**config.mk**
```make
export PLATFORM = sky130hd
export DESIGN_NAME = vuop_sequencer
export DESIGN_NICKNAME = d
export VERILOG_FILES = /design/src/rtl/vuop_sequencer.sv
export SDC_FILE = /design/constraint.sdc
export NUM_CORES = 1
export LEC_CHECK = 0
export BUFFER_PORTS_ARGS = -buffer_cell sky130_fd_sc_hd__buf_2
export CAP_MARGIN = 20
export CORE_MARGIN = 4
export CORE_UTILIZATION = 45
export CTS_BUF_LIST = sky130_fd_sc_hd__clkbuf_8
export CTS_CLUSTER_DIAMETER = 50
export DETAILED_ROUTE_END_ITERATION = 8
export PLACE_DENSITY = 0.74
export SYNTH_ARGS = -nofsm -noshare
export SYNTH_HDL_FRONTEND = slang
export SYNTH_SLANG_ARGS = --single-unit
```
**constraint.sdc**
```tcl
create_clock -name clk_i -period 7 [get_ports clk_i]
set_input_delay 1.4 -clock clk_i [delete_from_list [all_inputs] [get_ports clk_i]]
set_output_delay 1.4 -clock clk_i [all_outputs]
set_load 0.01 [all_outputs]
```
**src/rtl/vuop_sequencer.sv**
```systemverilog
// vuop_sequencer: accepts RVV integer arithmetic instructions and issues one micro-op per
// vector register of the LMUL group, with per-register element counts and a last flag.
module vuop_sequencer #(
  parameter int VLEN = 128,
  parameter int XLEN = 64
) (
  input  logic                      clk_i,
  input  logic                      rst_ni,
  input  logic                      insn_valid_i,
  output logic                      insn_ready_o,
  input  logic [31:0]               insn_i,
  input  logic [7:0]                vtype_i,
  input  logic [$clog2(VLEN):0]     vl_i,
  input  logic [XLEN-1:0]           rs1_i,
  output logic                      uop_valid_o,
  input  logic                      uop_ready_i,
  output logic [5:0]                uop_func6_o,
  output logic [2:0]                uop_func3_o,
  output logic                      uop_vm_o,
  output logic [4:0]                uop_vd_o,
  output logic [4:0]                uop_vs1_o,
  output logic [4:0]                uop_vs2_o,
  output logic [1:0]                uop_vew_o,
  output logic [XLEN-1:0]           uop_scalar_o,
  output logic [$clog2(VLEN/8):0]   uop_elems_o,
  output logic                      uop_last_o,
  output logic                      done_o,
  output logic                      illegal_o
);
  localparam int VW = $clog2(VLEN) + 1;
  localparam int EW = $clog2(VLEN / 8) + 1;
  localparam logic [2:0] OPIVV = 3'b000;
  localparam logic [2:0] OPIVI = 3'b011;
  localparam logic [2:0] OPIVX = 3'b100;
  localparam logic [5:0] F_ADD = 6'b000000;
  localparam logic [5:0] F_SUB = 6'b000010;
  localparam logic [5:0] F_MERGE = 6'b010111;
  localparam logic [5:0] F_SLL = 6'b100101;
  localparam logic [5:0] F_SRL = 6'b101000;
  localparam logic [5:0] F_SRA = 6'b101001;

  typedef enum logic {IDLE, ISSUE} state_t;
  state_t state_q, state_d;

  logic [5:0]      func6_q;
  logic [2:0]      func3_q;
  logic            vm_q;
  logic [4:0]      vd_q, vs1_q, vs2_q;
  logic [1:0]      vsew_q;
  logic [XLEN-1:0] scalar_q;
  logic [2:0]      k_q;
  logic [VW-1:0]   rem_q;

  logic [5:0]      f6;
  logic [2:0]      f3;
  logic [4:0]      vd, vs1, vs2, amask;
  logic [1:0]      vsew;
  logic [2:0]      vlmul;
  logic [VW:0]     epr_in, vlmax;
  logic [EW-1:0]   epr;
  logic [XLEN-1:0] scalar_in;
  logic            bad, accept, fire;

  assign f6    = insn_i[31:26];
  assign vs2   = insn_i[24:20];
  assign vs1   = insn_i[19:15];
  assign f3    = insn_i[14:12];
  assign vd    = insn_i[11:7];
  assign vsew  = vtype_i[4:3];
  assign vlmul = vtype_i[2:0];

  // vlmul[2] selects fractional LMUL 1/2^(4-vlmul[1:0]); 3'b100 is reserved
  assign epr_in = (VW+1)'(VLEN / 8) >> vsew;
  assign vlmax  = vlmul[2] ? epr_in >> (3'd4 - {1'b0, vlmul[1:0]}) : epr_in << vlmul[1:0];
  assign amask  = vlmul[2] ? 5'd0 : (5'd1 << vlmul[1:0]) - 5'd1;

  assign bad = insn_i[6:0] != 7'b1010111
            || !(f3 inside {OPIVV, OPIVX, OPIVI})
            || !(f6 inside {F_ADD, F_SUB, F_MERGE, F_SLL, F_SRL, F_SRA})
            || vtype_i[7]
            || vlmul == 3'b100
            || {1'b0, vl_i} > vlmax
            || |(vd & amask)
            || |(vs2 & amask)
            || (f3 == OPIVV && |(vs1 & amask));

  // shift opcodes (func6[5] set) take the immediate unsigned
  assign scalar_in = f3 == OPIVX ? rs1_i
                   : f3 == OPIVI ? (f6[5] ? XLEN'(vs1) : {{(XLEN-5){vs1[4]}}, vs1})
                   : '0;

  assign insn_ready_o = state_q == IDLE;
  assign uop_valid_o  = state_q == ISSUE;
  assign accept       = insn_ready_o && insn_valid_i;
  assign fire         = uop_valid_o && uop_ready_i;

  assign epr          = EW'((VLEN / 8) >> vsew_q);
  assign uop_elems_o  = rem_q < VW'(epr) ? EW'(rem_q) : epr;
  assign uop_last_o   = uop_valid_o && rem_q <= VW'(epr);
  assign uop_vd_o     = vd_q + 5'(k_q);
  assign uop_vs2_o    = vs2_q + 5'(k_q);
  assign uop_vs1_o    = func3_q == OPIVV ? vs1_q + 5'(k_q) : vs1_q;
  assign uop_func6_o  = func6_q;
  assign uop_func3_o  = func3_q;
  assign uop_vm_o     = vm_q;
  assign uop_vew_o    = vsew_q;
  assign uop_scalar_o = scalar_q;

  always_comb begin
    state_d = state_q;
    state_d = (accept && !bad && vl_i != '0) ? ISSUE
            : (fire && uop_last_o) ? IDLE : state_q;
  end

  always_ff @(posedge clk_i or negedge rst_ni) begin
    if (!rst_ni) begin
      state_q   <= IDLE;
      illegal_o <= 1'b0;
      done_o    <= 1'b0;
      func6_q   <= '0;
      func3_q   <= '0;
      vm_q      <= 1'b0;
      vd_q      <= '0;
      vs1_q     <= '0;
      vs2_q     <= '0;
      vsew_q    <= '0;
      scalar_q  <= '0;
      k_q       <= '0;
      rem_q     <= '0;
    end else begin
      state_q   <= state_d;
      illegal_o <= accept && bad;
      done_o    <= (accept && !bad && vl_i == '0) || (fire && uop_last_o);
      if (accept) begin
        func6_q  <= f6;
        func3_q  <= f3;
        vm_q     <= insn_i[25];
        vd_q     <= vd;
        vs1_q    <= vs1;
        vs2_q    <= vs2;
        vsew_q   <= vsew;
        scalar_q <= scalar_in;
        k_q      <= '0;
        rem_q    <= vl_i;
      end else if (fire) begin
        k_q   <= k_q + 3'd1;
        rem_q <= rem_q - VW'(uop_elems_o);
      end
    end
  end
endmodule

```
==> metrics.csv, run 1 <==
metric,value,unit
Worst setup EP type,output pin,
design area,0.00715,mm^2
Final ANT Viol Nets,0,
WL final,15800,um
"Top FF cell, synth",dfrtp_1,
count of pins over their slew limit,0,
share of cells above drive strength 1,28.5,%
Post-Route Utilization,56.9,%
LEAKAGE,3.71,nW
total gr overflow,0,
CTS Buffer Depth,2,
CP Data Arrival Time,2640,ps
Commonest cells post-synth,"158 x nand2_1, 105 x dfrtp_1, 79 x o21ai_0, 74 x a21oi_1, 36 x clkbuf_1",
total track usage,21.7,%
RSZ-0062 raised after global routing,false,
Post-CTS Hold Buffers,0,
Synth area leader,dfrtp_1,
Hold Path End,uop_scalar_o[33],
CP startpoint,uop_vew_o[1],
area of the multi-input gates,0.00287,mm^2
Synth Instances,669,
H-tree lvl count,3,
gpl congestion,0.858,
VDD IR max,0.000119,V
FF/Latch Area,0.00263,mm^2
RR Endpoint,rem_q[5],
DRT iter0 DRCs,252,
asr flop ratio synth,100,%
Clock Skew,8.67,ps
vias in the first global route,5040,
PostCTS Resize Cnt,0,
Startpoint Class,flip-flop,
"EDFF count, synth",0,
final hold vios,0,
Root Buffer,clkbuf_8,
Die H,121,um
worst hold path type,flip-flop to flip-flop,
post-CTS setup buffers,0,
post-synth cell types,53,
syn avg cell area,8.60,um^2
area fraction of the dominant cell type after synthesis,45.7,%
synthesized cell area,0.00575,mm^2
clk_lat worst skew,390,ps
sequential cell area fraction in the yosys report,45.7,%
syn_nets,821,
CTS Buf Count,9,
TritonCTS sink count,105,
antenna violations before repair,1,
IO Count,217,
Clock Pin Slew Worst Setup and Hold Paths,90,ps
antenna fix cells,0,
final period utilization,57.7,%
Worst R2R Start,uop_vew_o[1],
Filler cells,1197,
hold depth,2,
first-pass GRT wire length,25200,um
worst reg-to-reg setup slack,3470,ps
vias,5272,
Die Footprint,0.0147,mm^2
DP HPWL,11500,um
outcome,"finished, final reports clean",
largest net degree at the start of global routing,114,
crit path max fanout,8,
die width,121,um
"count leader, synth",nand2_1,
placed instance area,0.00693,mm^2
Syn-to-layout area delta,24.3,%
Ys Warns,0,
crit path cell chain,nor2b_1 -> inv_1 -> ha_1 -> a21oi_1 -> o211ai_1 -> nand2_1 -> o21ai_0 -> buf_2,
Via-to-Cell Ratio,5.11,
relative slew slack,39.5,%
"Slowest-stage cell, CP",o211ai_1,
total negative setup slack,0,ps
worst-margin pin slew,907,ps
Initial DRT Pass Iterations,4,
Worst EP required,5600,ps
final setup fails,0,
Area contributors post-synth,"dfrtp_1 46%, nand2_1 10%, ha_1 7.0%",
Max stage delay on crit path,600,ps
max cap viols,0,
CP Class,flip-flop to output pin,
Core ar.,0.0126,mm^2
IO Port Bufs,214,
total power,0.00222,W
Site Rows,41,
DR WL/cell,15.3,um
Starting Density,45.8,%
#FFs+latches synth,105,
detailed-route DRC error count,0,
Fmax,0.248,GHz
hold_sp,uop_scalar_o[33],
CTS tree,yes,
reg2reg path depth,12,
fin crit period,4040,ps
Nets,1007,
PwrDens,311,mW/mm^2
## worst max-delay path, delay by kind of cell (launching register included)
kind / cells / cell delay (ps)
compound gates: 3 / 890
fa+ha+maj: 1 / 280
buf+inv: 2 / 270
flops: 1 / 480
simple gates: 2 / 350
## per-stage QoR
step                hold slack, ps  setup WS (ps)  cells
global route                   497           2670   1032
global placement               454           2630   1016
floorplan                      452           2870    669
finish                         480           2960   1032
detailed placement             457           2650   1016
CTS                            482           2920   1032
## cells by family after synthesis
logic type,count (synthesis),synth area share (%)
buffers and inverters,72,4.92
and+or+nand+nor,235,18.1
DFF,105,45.7
adders and majority gates,36,8.35
xor gates and xnor gates,14,2.13
other,1,0.0652
muxes,5,0.892
AOI/OAI and AO/OA,201,19.9
## sequential cells by signal, indices dropped and copies added, names as in the netlist, 3 cells and up
| name | count |
|---|---|
| vs2_q | 5 |
| vd_q | 5 |
| uop_func6_o | 6 |
| vs1_q | 5 |
| uop_func3_o | 3 |
| k_q | 3 |
| uop_scalar_o | 64 |
| rem_q | 8 |
## power by group
part	internal [W]	leakage [nW]	switching (W)
clock	0.000199	0.111	0.000218
sequential	0.000754	1.37	0.000116
combinational	0.000379	2.23	0.000555
total	0.00133	3.71	0.000890
## how the worst max path moves through the flow
stage	end	slack (ps)	cells past startpoint
finish	uop_elems_o[1]	2960	8
global route	uop_elems_o[1]	2670	8
floorplan	illegal_o	2870	12
CTS	uop_elems_o[1]	2920	8
detailed placement	illegal_o	2650	14
global placement	illegal_o	2630	14
## layer usage
metal  global-route usage, %  vias to the layer above  share of wire, %
met5                       0                        -             0.076
met4                    5.95                        2               1.4
met3                    7.51                       21               9.2
met2                    34.4                      180                47
met1                    28.2                     2420                43
li1                        -                     2649                 -
## placed cells by master (no fill, tap or decap), types with 3 or more instances in the layout
master | Yosys | final
clkbuf_8 | 0 | 12
a221o_1 | 4 | 4
xor2_1 | 8 | 8
a31oi_1 | 5 | 5
o21a_1 | 3 | 3
dfrtp_1 | 105 | 105
nand2_1 | 158 | 157
nor3_1 | 7 | 7
buf_4 | 0 | 6
or3_1 | 4 | 4
or4_1 | 3 | 3
fa_1 | 4 | 4
nand3_1 | 4 | 4
o21ai_0 | 79 | 79
a22oi_1 | 7 | 7
o221ai_1 | 4 | 4
and2_1 | 4 | 4
a21oi_1 | 74 | 74
nor2b_1 | 10 | 9
o211ai_1 | 3 | 3
buf_2 | 4 | 213
or2_2 | 3 | 3
nand2b_1 | 3 | 3
a21o_1 | 5 | 5
nor2_1 | 23 | 23
xnor2_1 | 6 | 6
mux2i_1 | 4 | 4
ha_1 | 32 | 32
inv_1 | 28 | 28
a211oi_1 | 3 | 3
o21bai_1 | 3 | 3
## area by class of cell
type                       instances  area share (%)
tap                              172            3.01
timing repair buffer             219            15.5
clock buffer                      12            2.31
multi-input combinational        492            40.1
sequential                       105            36.8
clock inverter                     4           0.805
inverter                          28            1.47
(Power assumes the default switching activity.)
==> inputs of run 2 (changes only) <==
clock period = 3.84 ns   (was 7 ns; I/O delays follow)
==> run 2 against run 1 <==
Effect of this change:
- critical path type is now flip-flop to flip-flop
- clock-buffer cell count is 3 lower
- via count is 0.95% higher
- flip-flop and latch count stayed put
- non-clock buffer count is 3 higher
- sequential power is 82% higher
- worst setup slack worse by 2500 ps
- final cell count is 0.29% higher
- highest routed layer unchanged
- die area stayed put
- cell area is 0.38% higher
- first-iteration DRC count is 1.6% higher
- global-route usage is 0.21 points higher
==> metrics.csv, run 2 (same netlist as run 1, synthesis figures left out) <==
metric,value,unit,change
Max stage delay on crit path,480,ps,was 600 ps
Final ANT Viol Nets,0,,unchanged
total gr overflow,0,,unchanged
largest net degree at the start of global routing,79,,was 114
LEAKAGE,3.73,nW,was 3.71 nW
pre-CTS setup slack,311,ps,was 2650 ps
final period utilization,86.9,%,
vias,5322,,was 5272
Site Rows,41,,unchanged
Worst R2R Start,uop_vew_o[0],,was uop_vew_o[1]
VDD IR max,0.000329,V,was 0.000119 V
Die H,121,um,unchanged
CP startpoint,uop_vew_o[0],,was uop_vew_o[1]
RR Endpoint,rem_q[7],,was rem_q[5]
vias in the first global route,5189,,was 5040
PostCTS Resize Cnt,0,,unchanged
fin crit period,3340,ps,
count of pins over their slew limit,0,,unchanged
"Slowest-stage cell, CP",dfrtp_1,,was o211ai_1
gpl congestion,0.881,,was 0.858
antenna violations before repair,1,,unchanged
detailed-route DRC error count,0,,unchanged
CTS tree,yes,,unchanged
Worst setup EP type,flip-flop,,was output pin
PwrDens,563,mW/mm^2,was 311 mW/mm^2
first-pass GRT wire length,25600,um,was 25200 um
Die Footprint,0.0147,mm^2,unchanged
total track usage,21.9,%,was 21.7%
Final WS setup,501,ps,was 2960 ps
Startpoint Class,flip-flop,,unchanged
Post-Route Utilization,57.1,%,was 56.9%
"commonest cells after routing, fill and taps aside","213 x buf_2, 157 x nand2_1, 105 x dfrtp_1",,unchanged
TritonCTS sink count,105,,unchanged
die width,121,um,unchanged
antenna fix cells,0,,unchanged
final hold vios,0,,unchanged
max cap viols,0,,unchanged
CTS Buf Count,9,,unchanged
Initial DRT Pass Iterations,4,,unchanged
DR WL/cell,15.2,um,was 15.3 um
Fmax,0.300,GHz,
CTS Buffer Depth,2,,unchanged
"commonest non-fill, non-tap cell in the layout",buf_2,,unchanged
Via-to-Cell Ratio,5.14,,was 5.11
RSZ-0062 raised after global routing,false,,unchanged
Post-CTS Hold Buffers,0,,unchanged
clk_lat worst skew,390,ps,about the same
H-tree lvl count,3,,unchanged
IO Port Bufs,214,,unchanged
Clock Pin Slew Worst Setup and Hold Paths,110,ps,was 90 ps
CP Class,flip-flop to flip-flop,,was flip-flop to output pin
crit path max fanout,6,,was 8
Core ar.,0.0126,mm^2,unchanged
final hold slack,407,ps,was 480 ps
Worst Path Buf+Inv,2,,unchanged
worst hold path type,input pin to async pin,,was flip-flop to flip-flop
relative slew slack,47.8,%,was 39.5%
IO Count,217,,unchanged
WL final,15800,um,about the same
Starting Density,45.8,%,unchanged
post-CTS setup buffers,0,,unchanged
final setup fails,0,,unchanged
total negative setup slack,0,ps,unchanged
crit path cell chain,nor2b_1 -> inv_1 -> ha_1 -> a21oi_1 -> o211ai_1 -> buf_4 -> mux2i_1 -> ha_1 -> o21a_1 -> o21a_1 -> o21ai_0 -> a31oi_1 -> a211o_1,,was nor2b_1 -> inv_1 -> ha_1 -> a21oi_1 -> o211ai_1 -> nand2_1 -> o21ai_0 -> buf_2
DP HPWL,11600,um,was 11500 um
Syn-to-layout area delta,24.7,%,was 24.3%
Clock Skew,9.46,ps,was 8.67 ps
placed instance area,0.00697,mm^2,was 0.00693 mm^2
Nets,1010,,was 1007
reg2reg path depth,13,,was 12
design area,0.00718,mm^2,was 0.00715 mm^2
DRT iter0 DRCs,256,,was 252
max reg flops,64,,unchanged
share of cells above drive strength 1,28.6,%,was 28.5%
CP Data Arrival Time,3620,ps,was 2640 ps
"CP delay by family, top",compound AO/OA/AOI/OAI gates,,unchanged
Root Buffer,clkbuf_8,,unchanged
worst-margin pin slew,782,ps,was 907 ps
Worst EP required,4120,ps,was 5600 ps
outcome,"finished, final reports clean",,unchanged
worst reg-to-reg setup slack,500,ps,was 3470 ps
## run 2: through the flow
stage | total power (W) | instances
CTS | 0.00408 | 1035
finish | 0.00404 | 1035
global placement | 0.00330 | 1019
floorplan | 0.00267 | 669
global route | 0.00437 | 1035
detailed placement | 0.00333 | 1019
## run 2: worst max-delay path by stage
stage                           end  slack (ps)  cells after the start
after floorplan           illegal_o         350                     12
after global placement    illegal_o         330                     14
after detailed placement  illegal_o         310                     14
after CTS                  rem_q[7]         550                     13
after global routing       rem_q[5]         320                     13
final                      rem_q[7]         500                     13
## run 2: metal layers
metal | track usage (%) | wire (um) | vias to the layer above
li1 | - | - | 2661
met4 | 5.74 | 323 | 2
met1 | 27.9 | 6650 | 2448
met5 | 0 | 20 | -
met3 | 8.44 | 1460 | 25
met2 | 34.9 | 7300 | 186
## run 2: layout make-up
cell class / instances / area (um^2)
sequential: 105 / 2630
timing repair buffer: 222 / 1160
tap: 172 / 215
inverter: 28 / 105
clock buffer: 9 / 124
clock inverter: 7 / 78.8
multi-input combinational: 492 / 2870
fill: 1211 / 5390
## run 2: power breakdown
part           switching (W)  total [W]  internal [W]
registers           0.000208    0.00158       0.00137
logic                0.00102    0.00173      0.000709
clock network       0.000414   0.000724      0.000310
total                0.00165    0.00404       0.00239
## run 2: worst reg2reg max path: cells and delay by family (launching register included)
| kind | cells | cell delay [ps] |
|---|---|---|
| AO/OA/AOI/OAI | 7 | 1490 |
| adder cells (fa/ha/maj) | 2 | 580 |
| buffers and inverters | 2 | 270 |
| flip-flops | 1 | 480 |
| multiplexers | 1 | 250 |
| AND/OR/NAND/NOR | 1 | 180 |
==> inputs of run 3 (changes only) <==
CORE_UTILIZATION = 51   (was 45)
PLACE_DENSITY = 0.83   (was 0.74)
==> run 3 against run 2 <==
Effect of this change:
- clock skew grew 0.51 ps
- routed wire length grew 0.93%
- non-clock buffer count is 1 higher
- die area is 11% lower
- flip-flop and latch count is the same
- final cell count is 2.9% lower
- critical path depth is the same
- largest power group unchanged
- via count rose by 2.9%
- register-to-register slack hardly changed
==> metrics.csv, run 3 (same netlist as run 1, synthesis figures left out) <==
metric,value,unit,change
Via-to-Cell Ratio,5.45,,was 5.14
worst hold path type,input pin to async pin,,unchanged
total track usage,24.6,%,was 21.9%
metal3 WL,1490,um,was 1460 um
final setup fails,0,,unchanged
gpl congestion,0.895,,was 0.881
CP Class,flip-flop to flip-flop,,unchanged
Max stage delay on crit path,470,ps,was 480 ps
CP startpoint,uop_vew_o[1],,was uop_vew_o[0]
final period utilization,87.3,%,was 86.9%
"CP delay by family, top",compound AO/OA/AOI/OAI gates,,unchanged
Worst Path Buf+Inv,2,,unchanged
post-CTS setup buffers,0,,unchanged
Die H,114,um,was 121 um
Post-Place Cells,988,,was 1019
share of cells above drive strength 1,28.7,%,was 28.6%
PwrDens,565,mW/mm^2,was 563 mW/mm^2
Finished Layout Cells,1005,,was 1035
Top Metal Used,met4,,was met5
total power,0.00403,W,was 0.00404 W
Nets,1011,,was 1010
final hold vios,0,,unchanged
CTS tree,yes,,unchanged
Site Rows,38,,was 41
"Slowest-stage cell, CP",dfrtp_1,,unchanged
relative slew slack,41.1,%,was 47.8%
vias in the first global route,5380,,was 5189
Die Footprint,0.0130,mm^2,was 0.0147 mm^2
vias,5477,,was 5322
worst reg-to-reg setup slack,490,ps,was 500 ps
VDD IR max,0.000336,V,was 0.000329 V
Root Buffer,clkbuf_8,,unchanged
DR WL/cell,15.8,um,was 15.2 um
CTS Buf Count,9,,unchanged
LEAKAGE,3.73,nW,about the same
outcome,"finished, final reports clean",,unchanged
largest net degree at the start of global routing,103,,was 79
Post-CTS Hold Buffers,0,,unchanged
PostCTS Resize Cnt,0,,unchanged
detailed-route DRC error count,0,,unchanged
Final ANT Viol Nets,0,,unchanged
crit path cell chain,nor2b_1 -> inv_1 -> ha_1 -> a21oi_1 -> o211ai_1 -> buf_4 -> mux2i_1 -> ha_1 -> o21a_1 -> o21a_1 -> o21ai_0 -> a31oi_1 -> a211o_1,,unchanged
Startpoint Class,flip-flop,,unchanged
crit path max fanout,6,,unchanged
RR Endpoint,rem_q[7],,unchanged
die width,114,um,was 121 um
worst-margin pin slew,883,ps,was 782 ps
RSZ-0062 raised after global routing,false,,unchanged
Post-Route Utilization,65.2,%,was 57.1%
met1 wire length,6480,um,was 6650 um
Clock Skew,9.97,ps,was 9.46 ps
Worst EP required,4100,ps,was 4120 ps
CTS Buffer Depth,2,,unchanged
Syn-to-layout area delta,24.0,%,was 24.7%
TritonCTS sink count,105,,unchanged
count of pins over their slew limit,0,,unchanged
DP HPWL,11900,um,was 11600 um
WL final,15900,um,was 15800 um
max reg flops,64,,unchanged
Initial DRT Pass Iterations,5,,was 4
H-tree lvl count,3,,unchanged
Starting Density,52.6,%,was 45.8%
first-pass GRT wire length,26000,um,was 25600 um
Core ar.,0.0109,mm^2,was 0.0126 mm^2
fin crit period,3350,ps,was 3340 ps
IO Port Bufs,214,,unchanged
"commonest non-fill, non-tap cell in the layout",buf_2,,unchanged
Clock Pin Slew Worst Setup and Hold Paths,110,ps,about the same
antenna violations before repair,0,,was 1
final hold slack,428,ps,was 407 ps
max cap viols,0,,unchanged
CP Data Arrival Time,3610,ps,was 3620 ps
DRT iter0 DRCs,327,,was 256
Fmax,0.298,GHz,was 0.300 GHz
total gr overflow,0,,unchanged
"commonest cells after routing, fill and taps aside","213 x buf_2, 157 x nand2_1, 105 x dfrtp_1",,unchanged
Worst R2R Start,uop_vew_o[1],,was uop_vew_o[0]
Filler cells,1002,,was 1211
total negative setup slack,0,ps,unchanged
routed length on met2,7500,um,was 7300 um
clk_lat worst skew,370,ps,was 390 ps
IO Count,217,,unchanged
reg2reg path depth,13,,unchanged
Worst setup EP type,flip-flop,,unchanged
## run 3: cell count changes in the layout (fill, tap and decap cells not counted), sizes merged
cell / delta
diode: +1
buf: +1
## run 3: area by class of cell
class                           count  area (um^2)  area share, %
Timing Repair Buffer              223         1150           16.2
Clock buffer                        9          124           1.74
Antenna cell                        1         2.50         0.0351
Multi-Input combinational cell    492         2870           40.2
Tap cell                          140          175           2.46
Clock inverter                      7         78.8           1.10
Sequential cell                   105         2630           36.8
Inverter                           28          105           1.47
## run 3: per-stage QoR
step	setup slack [ps]	instance area, um^2
after floorplan	346	5750
after global placement	368	6930
after detailed placement	318	6930
after CTS	527	7130
after global routing	317	7130
final	489	7130
## run 3: metal layers
| layer | vias up | global-route usage [%] |
|---|---|---|
| li1 | 2668 | - |
| met1 | 2537 | 31.7 |
| met2 | 233 | 39.2 |
| met3 | 39 | 7.56 |
| met4 | 0 | 8.87 |
| met5 | - | 0 |
## run 3: report_power, final
group	total (W)	switching [W]	internal, W
sequential	0.00159	0.000214	0.00137
clock	0.000713	0.000403	0.000310
combinational	0.00173	0.00102	0.000706
total	0.00403	0.00164	0.00239
## run 3: worst max-delay path by stage
stage | endpoint | slack (ps) | cells after the start
2_1_floorplan | illegal_o | 350 | 12
3_3_place_gp | illegal_o | 370 | 14
3_5_place_dp | illegal_o | 320 | 14
4_1_cts | rem_q[5] | 530 | 13
5_1_grt | rem_q[5] | 320 | 13
6_report | rem_q[7] | 490 | 13
## run 3: worst register-to-register path: cells and delay by family, from the launching register on
kind	cells	cell delay, ps
adder cells (fa/ha/maj)	2	580
flip-flops	1	470
AO/OA/AOI/OAI	7	1470
multiplexers	1	260
buffers and inverters	2	270
AND/OR/NAND/NOR	1	200
